File: config.mk
export PLATFORM = sky130hd
export DESIGN_NAME = dual_issue_scheduler_flat
export DESIGN_NICKNAME = d
export VERILOG_FILES = /design/src/rtl/dual_issue_scheduler_if.sv /design/src/rtl/dual_issue_scheduler.sv /design/src/flat_wrapper.sv
export SDC_FILE = /design/constraint.sdc
export NUM_CORES = 1
export LEC_CHECK = 0
export ABC_AREA = 1
export BUFFER_PORTS_ARGS = -buffer_cell sky130_fd_sc_hd__buf_2
export CORE_ASPECT_RATIO = 0.7
export CORE_MARGIN = 2
export CORE_UTILIZATION = 30
export CTS_CLUSTER_DIAMETER = 120
export DETAILED_ROUTE_END_ITERATION = 8
export SETUP_SLACK_MARGIN = 0.4
export SYNTH_ARGS = -nofsm -noshare
export SYNTH_HDL_FRONTEND = slang
export SYNTH_SLANG_ARGS = --single-unit
File: constraint.sdc
create_clock -name clk -period 2.2 [get_ports clk]
set_input_delay 0.33 -clock clk [delete_from_list [all_inputs] [get_ports clk]]
set_output_delay 0.33 -clock clk [all_outputs]
set_load 0.01 [all_outputs]
File: src/rtl/dual_issue_scheduler_if.sv
// Instruction-pair handshake between the register-address decoders and the dual-issue scheduler.
// Latency: none, this is wiring only; the issue decisions are combinational in the scheduler.
// Backpressure: in_ready low holds the pair upstream; issue_a/issue_b report what left this cycle.
interface dual_issue_scheduler_if #(
    parameter int CNT_W = 16
);
    logic             flush;
    logic             in_valid;
    logic             in_ready;
    logic [4:0]       a_rs1;
    logic [4:0]       a_rs2;
    logic [4:0]       a_rd;
    logic             a_is_load;
    logic             b_valid;
    logic [4:0]       b_rs1;
    logic [4:0]       b_rs2;
    logic [4:0]       b_rd;
    logic             b_is_load;
    logic             issue_a;
    logic             issue_b;
    logic [CNT_W-1:0] stall_cycles;

    // Decoder side: presents the pair and observes the issue decisions.
    modport master (
        output flush, in_valid,
        output a_rs1, a_rs2, a_rd, a_is_load,
        output b_valid, b_rs1, b_rs2, b_rd, b_is_load,
        input  in_ready, issue_a, issue_b, stall_cycles
    );

    // Scheduler side.
    modport slave (
        input  flush, in_valid,
        input  a_rs1, a_rs2, a_rd, a_is_load,
        input  b_valid, b_rs1, b_rs2, b_rd, b_is_load,
        output in_ready, issue_a, issue_b, stall_cycles
    );
endinterface

File: src/rtl/dual_issue_scheduler.sv
// Issue-stage scheduler: issues an in-order pair together, A alone, or stalls, using a load scoreboard.
// Latency: zero; issue_a/issue_b/in_ready are combinational from state, inputs and scoreboard.
// Backpressure: in_ready only when the whole pair has issued; a split pair holds B in S_B_ONLY.
module dual_issue_scheduler #(
    parameter int LOAD_LAT = 2,
    parameter int CNT_W    = 16
) (
    input  logic                  clk,
    input  logic                  rst_n,
    dual_issue_scheduler_if.slave bus
);

    typedef enum logic {
        S_PAIR   = 1'b0,
        S_B_ONLY = 1'b1
    } state_t;

    // The counter is loaded at the end of the issue cycle, so it holds the number of
    // cycles still to wait after that cycle: a consumer may go LOAD_LAT cycles after the load.
    localparam logic [2:0] SET_VAL = 3'(LOAD_LAT - 1);

    state_t           state;
    logic [2:0]       cnt [1:31];
    logic [31:0]      busy;
    logic [CNT_W-1:0] stall_q;

    logic a_ready;
    logic b_src_ok;
    logic raw_hit;
    logic waw_hit;
    logic pair_ok;
    logic issue_a;
    logic issue_b;
    logic in_ready;
    logic set_a;
    logic set_b;
    logic stall_now;

    // Busy vector from the scoreboard; x0 is never tracked.
    always_comb begin
        busy = '0;
        for (int r = 1; r < 32; r++) begin
            busy[r] = (cnt[r] != 3'd0);
        end
    end

    // Hazard checks and issue decisions.
    always_comb begin
        a_ready  = bus.in_valid & ~busy[bus.a_rs1] & ~busy[bus.a_rs2];
        b_src_ok = ~busy[bus.b_rs1] & ~busy[bus.b_rs2];
        raw_hit  = (bus.a_rd != 5'd0) && ((bus.b_rs1 == bus.a_rd) || (bus.b_rs2 == bus.a_rd));
        waw_hit  = (bus.a_rd != 5'd0) && (bus.b_rd == bus.a_rd);
        pair_ok  = bus.b_valid & ~raw_hit & ~waw_hit & ~(bus.a_is_load & bus.b_is_load) & b_src_ok;

        issue_a  = 1'b0;
        issue_b  = 1'b0;
        in_ready = 1'b0;
        if (rst_n && !bus.flush) begin
            if (state == S_PAIR) begin
                if (a_ready) begin
                    issue_a  = 1'b1;
                    issue_b  = pair_ok;
                    in_ready = pair_ok | ~bus.b_valid;
                end
            end else begin
                // A already left; B waits only on the scoreboard.
                if (bus.in_valid && b_src_ok) begin
                    issue_b  = 1'b1;
                    in_ready = 1'b1;
                end
            end
        end

        set_a     = issue_a & bus.a_is_load & (bus.a_rd != 5'd0);
        set_b     = issue_b & bus.b_is_load & (bus.b_rd != 5'd0);
        stall_now = bus.in_valid & ~issue_a & ~issue_b;
    end

    // Scoreboard: a load issue loads the counter, otherwise every busy counter counts down.
    always_ff @(posedge clk) begin
        for (int r = 1; r < 32; r++) begin
            if (!rst_n || bus.flush) begin
                cnt[r] <= 3'd0;
            end else if ((set_a && bus.a_rd == 5'(r)) || (set_b && bus.b_rd == 5'(r))) begin
                cnt[r] <= SET_VAL;
            end else if (cnt[r] != 3'd0) begin
                cnt[r] <= cnt[r] - 3'd1;
            end
        end
    end

    // Pair FSM: S_B_ONLY remembers that A of the current pair has already issued.
    always_ff @(posedge clk) begin
        if (!rst_n || bus.flush) begin
            state <= S_PAIR;
        end else begin
            case (state)
                S_PAIR: begin
                    if (issue_a && !in_ready) begin
                        state <= S_B_ONLY;
                    end
                end
                S_B_ONLY: begin
                    if (issue_b) begin
                        state <= S_PAIR;
                    end
                end
                default: state <= S_PAIR;
            endcase
        end
    end

    // Saturating stall counter; a flush does not clear it.
    always_ff @(posedge clk) begin
        if (!rst_n) begin
            stall_q <= '0;
        end else if (stall_now && (stall_q != {CNT_W{1'b1}})) begin
            stall_q <= stall_q + 1'b1;
        end
    end

    assign bus.issue_a      = issue_a;
    assign bus.issue_b      = issue_b;
    assign bus.in_ready     = in_ready;
    assign bus.stall_cycles = stall_q;

endmodule

File: src/flat_wrapper.sv
// flat-port wrapper written by rule: the top's interface ports become plain ports
module dual_issue_scheduler_flat 
#(
    parameter int LOAD_LAT = 2,
    parameter int CNT_W    = 16
)
  (clk, rst_n, bus_flush, bus_in_valid, bus_a_rs1, bus_a_rs2, bus_a_rd, bus_a_is_load, bus_b_valid, bus_b_rs1, bus_b_rs2, bus_b_rd, bus_b_is_load, bus_in_ready, bus_issue_a, bus_issue_b, bus_stall_cycles);
  dual_issue_scheduler_if #(.CNT_W(CNT_W)) bus_i ();
  input  logic clk;
  input  logic rst_n;
  input wire logic [$bits(bus_i.flush)-1:0] bus_flush;
  input wire logic [$bits(bus_i.in_valid)-1:0] bus_in_valid;
  input wire logic [$bits(bus_i.a_rs1)-1:0] bus_a_rs1;
  input wire logic [$bits(bus_i.a_rs2)-1:0] bus_a_rs2;
  input wire logic [$bits(bus_i.a_rd)-1:0] bus_a_rd;
  input wire logic [$bits(bus_i.a_is_load)-1:0] bus_a_is_load;
  input wire logic [$bits(bus_i.b_valid)-1:0] bus_b_valid;
  input wire logic [$bits(bus_i.b_rs1)-1:0] bus_b_rs1;
  input wire logic [$bits(bus_i.b_rs2)-1:0] bus_b_rs2;
  input wire logic [$bits(bus_i.b_rd)-1:0] bus_b_rd;
  input wire logic [$bits(bus_i.b_is_load)-1:0] bus_b_is_load;
  output wire logic [$bits(bus_i.in_ready)-1:0] bus_in_ready;
  output wire logic [$bits(bus_i.issue_a)-1:0] bus_issue_a;
  output wire logic [$bits(bus_i.issue_b)-1:0] bus_issue_b;
  output wire logic [$bits(bus_i.stall_cycles)-1:0] bus_stall_cycles;
  assign bus_i.flush = bus_flush;
  assign bus_i.in_valid = bus_in_valid;
  assign bus_i.a_rs1 = bus_a_rs1;
  assign bus_i.a_rs2 = bus_a_rs2;
  assign bus_i.a_rd = bus_a_rd;
  assign bus_i.a_is_load = bus_a_is_load;
  assign bus_i.b_valid = bus_b_valid;
  assign bus_i.b_rs1 = bus_b_rs1;
  assign bus_i.b_rs2 = bus_b_rs2;
  assign bus_i.b_rd = bus_b_rd;
  assign bus_i.b_is_load = bus_b_is_load;
  assign bus_in_ready = bus_i.in_ready;
  assign bus_issue_a = bus_i.issue_a;
  assign bus_issue_b = bus_i.issue_b;
  assign bus_stall_cycles = bus_i.stall_cycles;
  dual_issue_scheduler #(.LOAD_LAT(LOAD_LAT), .CNT_W(CNT_W)) u_core (.clk(clk), .rst_n(rst_n), .bus(bus_i));
endmodule
Word-level counts from Yosys, hierarchy flattened
Memory sizes are Yosys's and may differ from the RTL's.
Cells that the tools add are included.
{ "word_totals": {"n_memories": 1, "out_inout_bits": 19, "register_bits": 17, "ramBits": 93} }
{ "classes": {"eq_ne": 66, "bitwise_logic": 88, "n_reduce_logical": 137, "mux": 302, "order_cmp": 4, "addsub": 32} }
{ "memory_table": {"columns": ["memory", "depth", "word_bits", "rd", "rd_ports_with_merged_regs", "write_ports", "line", "rtl"], "rows": [
  ["u_core.cnt", 31, 3, 31, 0, 31, "dual_issue_scheduler.sv:23", "logic [2:0] cnt [1:31];"]
]} }
{ "ops": {"columns": ["cell", "count"], "rows": [
  ["1-bit two-way mux", 235],
  ["3-bit two-way mux", 62],
  ["5-bit == test (second input constant)", 32],
  ["3-bit nonzero test", 31],
  ["3-bit by 1-bit subtractor with 3-bit output (second input constant)", 31],
  ["5-bit by 4-bit == test with 1-bit output (second input constant)", 16],
  ["1-bit logical AND", 68],
  ["1-bit OR", 63],
  ["5-bit by 3-bit == test with 1-bit output (second input constant)", 8],
  ["1-bit logical OR", 33],
  ["5-bit by 6-bit < comparator with 1-bit output (second input constant)", 4],
  ["1-bit binary-select mux with 5-bit select", 4],
  ["5-bit by 2-bit == test with 1-bit output (second input constant)", 4],
  ["16-bit by 1-bit adder with 16-bit output (second input constant)", 1],
  ["16-bit inequality test (second input constant)", 1],
  ["5-bit == test", 3],
  ["1-bit AND", 14],
  ["1-bit inverter", 11],
  ["5-bit by 1-bit == test with 1-bit output (second input constant)", 2],
  ["5-bit nonzero test", 2],
  ["1-bit logical NOT", 3],
  ["1-bit case mux with 2 select lines", 1]
]} }

Longest topological paths before layout
{ "logic_depth": {"ltp_word": 20, "ltp_mapped": 19} }

Least setup slack after synthesis
Ideal clock, no wire load.
{ "synth_timing": {"kind": "register to register", "startpoint": "register, netlist name u_core.cnt[0][6]", "endpoint": "register, netlist name u_core.cnt[2][3]", "t_arrival_ns": 1.998, "stages_incl_launch_ff": 16, "setup_ns": 0.309, "path_slack_ns": -0.106, "cell_sequence": "edfxtp_1 > inv_1 > ha_1 > inv_1 > nor2_1 > nand2_1 > nand3_1 > nand2_1 > nand3_1 > nand3_1 > nand2_1 > nand3_2 > a21oi_4 > buf_6 > nand4_2 > nand4_1"} }

==> flow_metrics.py <==
metrics = {
    "synthesis": {
        "synth_edf_count": 93,
        "synth-seq-area-share": 0.331,
        "synth_ff_type": "edfxtp_1",
        "syn_avg_cell_area_um2": 7.36,
        "ys_warn_count": 0,
        "ys_ff_latch": 110,
        "synth_fp_nets": 1388,
        "async_reset_ff_frac": 0,
        "ys_types": 37,
        "syn_area_um2": 9480,
        "syn_inst": 1288,
    },
    "pwr": {
        "leakagePower_nw": 6.66,
        "cellPowerDensity_nw_per_um2": 997,
        "ir_drop_v": 0.000546,
    },
    "cts": {
        "cts_made_buffers": 9,
        "clkLatencyLatePin_ns": 0.39,
        "cts_hold_buf": 0,
        "htree_levels": 3,
        "clockBufferDepth": 2,
        "clkTransAtPathRegs_ns": 0.08,
        "clock_sinks": 110,
        "cts_root_buf": "clkbuf_16",
        "cts_tree": "built",
    },
    "floorplan": {
        "die_height_um": 153,
        "start_util": 0.304,
        "die_x_um": 216,
        "fp-row-count": 54,
        "die_area_um2": 33100,
        "ios": 56,
        "core_region_area_um2": 31100,
    },
    "placement": {
        "dpl.cell_count": 1942,
        "dp_hpwl_mm": 25.2,
        "io_buffers": 55,
        "place.gp.congestion": 0.961,
    },
    "hold_path": {
        "min_path_type": "input port to flop",
    },
    "global_route": {
        "grt_pass1_wl_mm": 52.7,
        "grt_antenna_before_repair": 0,
        "grt_overflow": 0,
        "track_usage": 0.207,
        "grt_pass1_vias": 9495,
        "grt_max_degree": 53,
    },
    "timing": {
        "skew_ns": 0.0145,
        "whs_ns": 0.215,
        "worstMarginPinSlew_ns": 0.667,
        "finalHoldViolations": 0,
        "max_slew_margin": 0.552,
        "drv_slew": 0,
        "period_share": 1.33,
        "rsz0062_at_grt": "yes",
        "fin_ws_ns": -0.721,
        "fmax_mhz": 342,
        "setup-violations-final": 206,
        "period_needed_ns": 2.92,
        "fin_setup_tns_ns": -119.74,
    },
    "drt": {
        "route.detailed.drc": 0,
        "postRouteAntennaNets": 0,
        "drt-wirelength-per-cell_um": 17.1,
        "viasPerCell": 5.02,
        "num_vias": 10200,
        "wl_mm": 34.8,
        "drt-pass1-iter-count": 5,
        "drt_iter0_markers": 1102,
    },
    "worst_setup_path": {
        "path_max_fanout": 6,
        "r2r_slack_ns": -0.72,
        "cp.required_ns": 2.29,
        "critPathCaptureType": "flop",
        "crit_type": "flop to flop",
        "arrival_ns": 3.01,
        "start_kind": "flop",
    },
    "run_status": {
        "status": "finished with violations",
        "violations": "negative setup slack",
    },
    "cells_and_area": {
        "nFillCells": 2955,
        "n_antenna_cell": 0,
        "stdcell_count": 2030,
        "final_cell_mix": "221 x buf_4, 206 x nand2_1, 150 x inv_1",
        "nets": 1705,
        "seqCellArea_um2": 3130,
        "layout_commonest_cell": "buf_4",
        "area_growth_pct": 53.7,
        "drive_gt1_frac": 0.434,
        "multi_input_area_um2": 6670,
    },
    "flow_run": {
        "max_cap_violations": 0,
    },
}
[cell usage after synthesis (2+ instances only)]
cell type	number	area share
nor2_4	2	0.0024
nand2_2	16	0.011
nand2_8	2	0.0042
inv_1	217	0.086
xnor2_1	41	0.038
nor3_1	31	0.016
nand3_2	4	0.0042
xor2_1	12	0.011
dfxtp_1	17	0.036
nand4_2	24	0.032
clkbuf_1	11	0.0044
buf_4	6	0.0048
ha_1	63	0.083
nor2_1	155	0.061
nor2_2	15	0.0099
o21ai_0	6	0.0032
buf_6	13	0.015
nand4_1	71	0.047
nand2_1	244	0.097
nand3_1	182	0.096
a21oi_2	10	0.0092
edfxtp_1	93	0.29
inv_2	6	0.0024
a21oi_1	23	0.012
buf_2	12	0.0063
[kinds of logic after synthesis]
group,count (synthesis),synth area share
DFF,110,0.331
adders and majority gates,63,0.0832
and+or+nand+nor,748,0.382
AOI/OAI and AO/OA,43,0.0301
buffers and inverters,271,0.125
xor gates and xnor gates,53,0.0490
[what timing repair did]
action / in CTS / in global routing
buffers inserted: 24 / 43
gates cloned: 4 / 1
setup endpoints to repair: 206 / 206
gates resized for setup: 194 / 117
pin swaps: 97 / 96
[layout make-up]
cell class / instances / area share
clock buffer: 12 / 0.0192
clock inverter: 4 / 0.00223
inverter: 225 / 0.0592
multi-input combinational: 908 / 0.458
sequential: 110 / 0.215
tap: 420 / 0.0361
timing repair buffer: 351 / 0.210
[registers in the layout (all words and copies together), names as in the netlist]
register / flops
u_core.bus.stall_cycles: 16
u_core.cnt: 93
u_core.state: 1
[per-stage QoR]
step	instance area (um^2)	util	total power [W]	setup WS, ns
3_3_place_gp	12100	0.389	0.0110	-0.779
4_1_cts	13800	0.442	0.0138	-0.671
2_1_floorplan	9820	-	0.00793	-0.0676
3_5_place_dp	12100	0.389	0.0112	-0.751
6_report	14600	0.468	0.0145	-0.721
5_1_grt	14600	0.468	0.0156	-0.826
[layer usage]
metal | GRT usage | part of all wire
met1 | 0.295 | 0.46
met2 | 0.311 | 0.44
met4 | 0.0509 | 0.018
met5 | 0 | 0
met3 | 0.0517 | 0.089
[worst max-delay path, cell delays in order, from the launching register on]
cell and delay (ns):
edfxtp_1 0.36, inv_1 0.08, ha_2 0.20, nand2_4 0.08, inv_2 0.10, nor2_1 0.05
nor2_2 0.14, nand2_1 0.10, nand3_2 0.09, nand3_2 0.09, nand2_4 0.09, buf_6 0.10
nand3_4 0.10, a21oi_4 0.20, buf_12 0.15, buf_12 0.11, nand4_1 0.19, buf_4 0.21
nand4_1 0.15
[path summary, 6_finish.rpt]
check	startpoint	end	cells past startpoint
setup / recovery	u_core.cnt[2][15]$_DFFE_PP_	u_core.cnt[1][5]$_SDFFCE_PN0P_	18
hold / removal	rst_n	u_core.bus.stall_cycles[0]$_SDFFE_PN0P_	3
setup reg to reg	u_core.cnt[2][15]$_DFFE_PP_	u_core.cnt[1][5]$_SDFFCE_PN0P_	18
hold reg to reg	u_core.bus.stall_cycles[15]$_SDFFE_PN0P_	u_core.bus.stall_cycles[15]$_SDFFE_PN0P_	2
[power by group]
| group | switching, W | internal, W | leakage (nW) |
|---|---|---|---|
| Sequential | 0.000368 | 0.00312 | 1.21 |
| Combinational | 0.00492 | 0.00435 | 5.29 |
| Clock | 0.000838 | 0.000923 | 0.159 |
| Total | 0.00612 | 0.00840 | 6.66 |
Note: power is estimated with default switching activity, not from simulation.
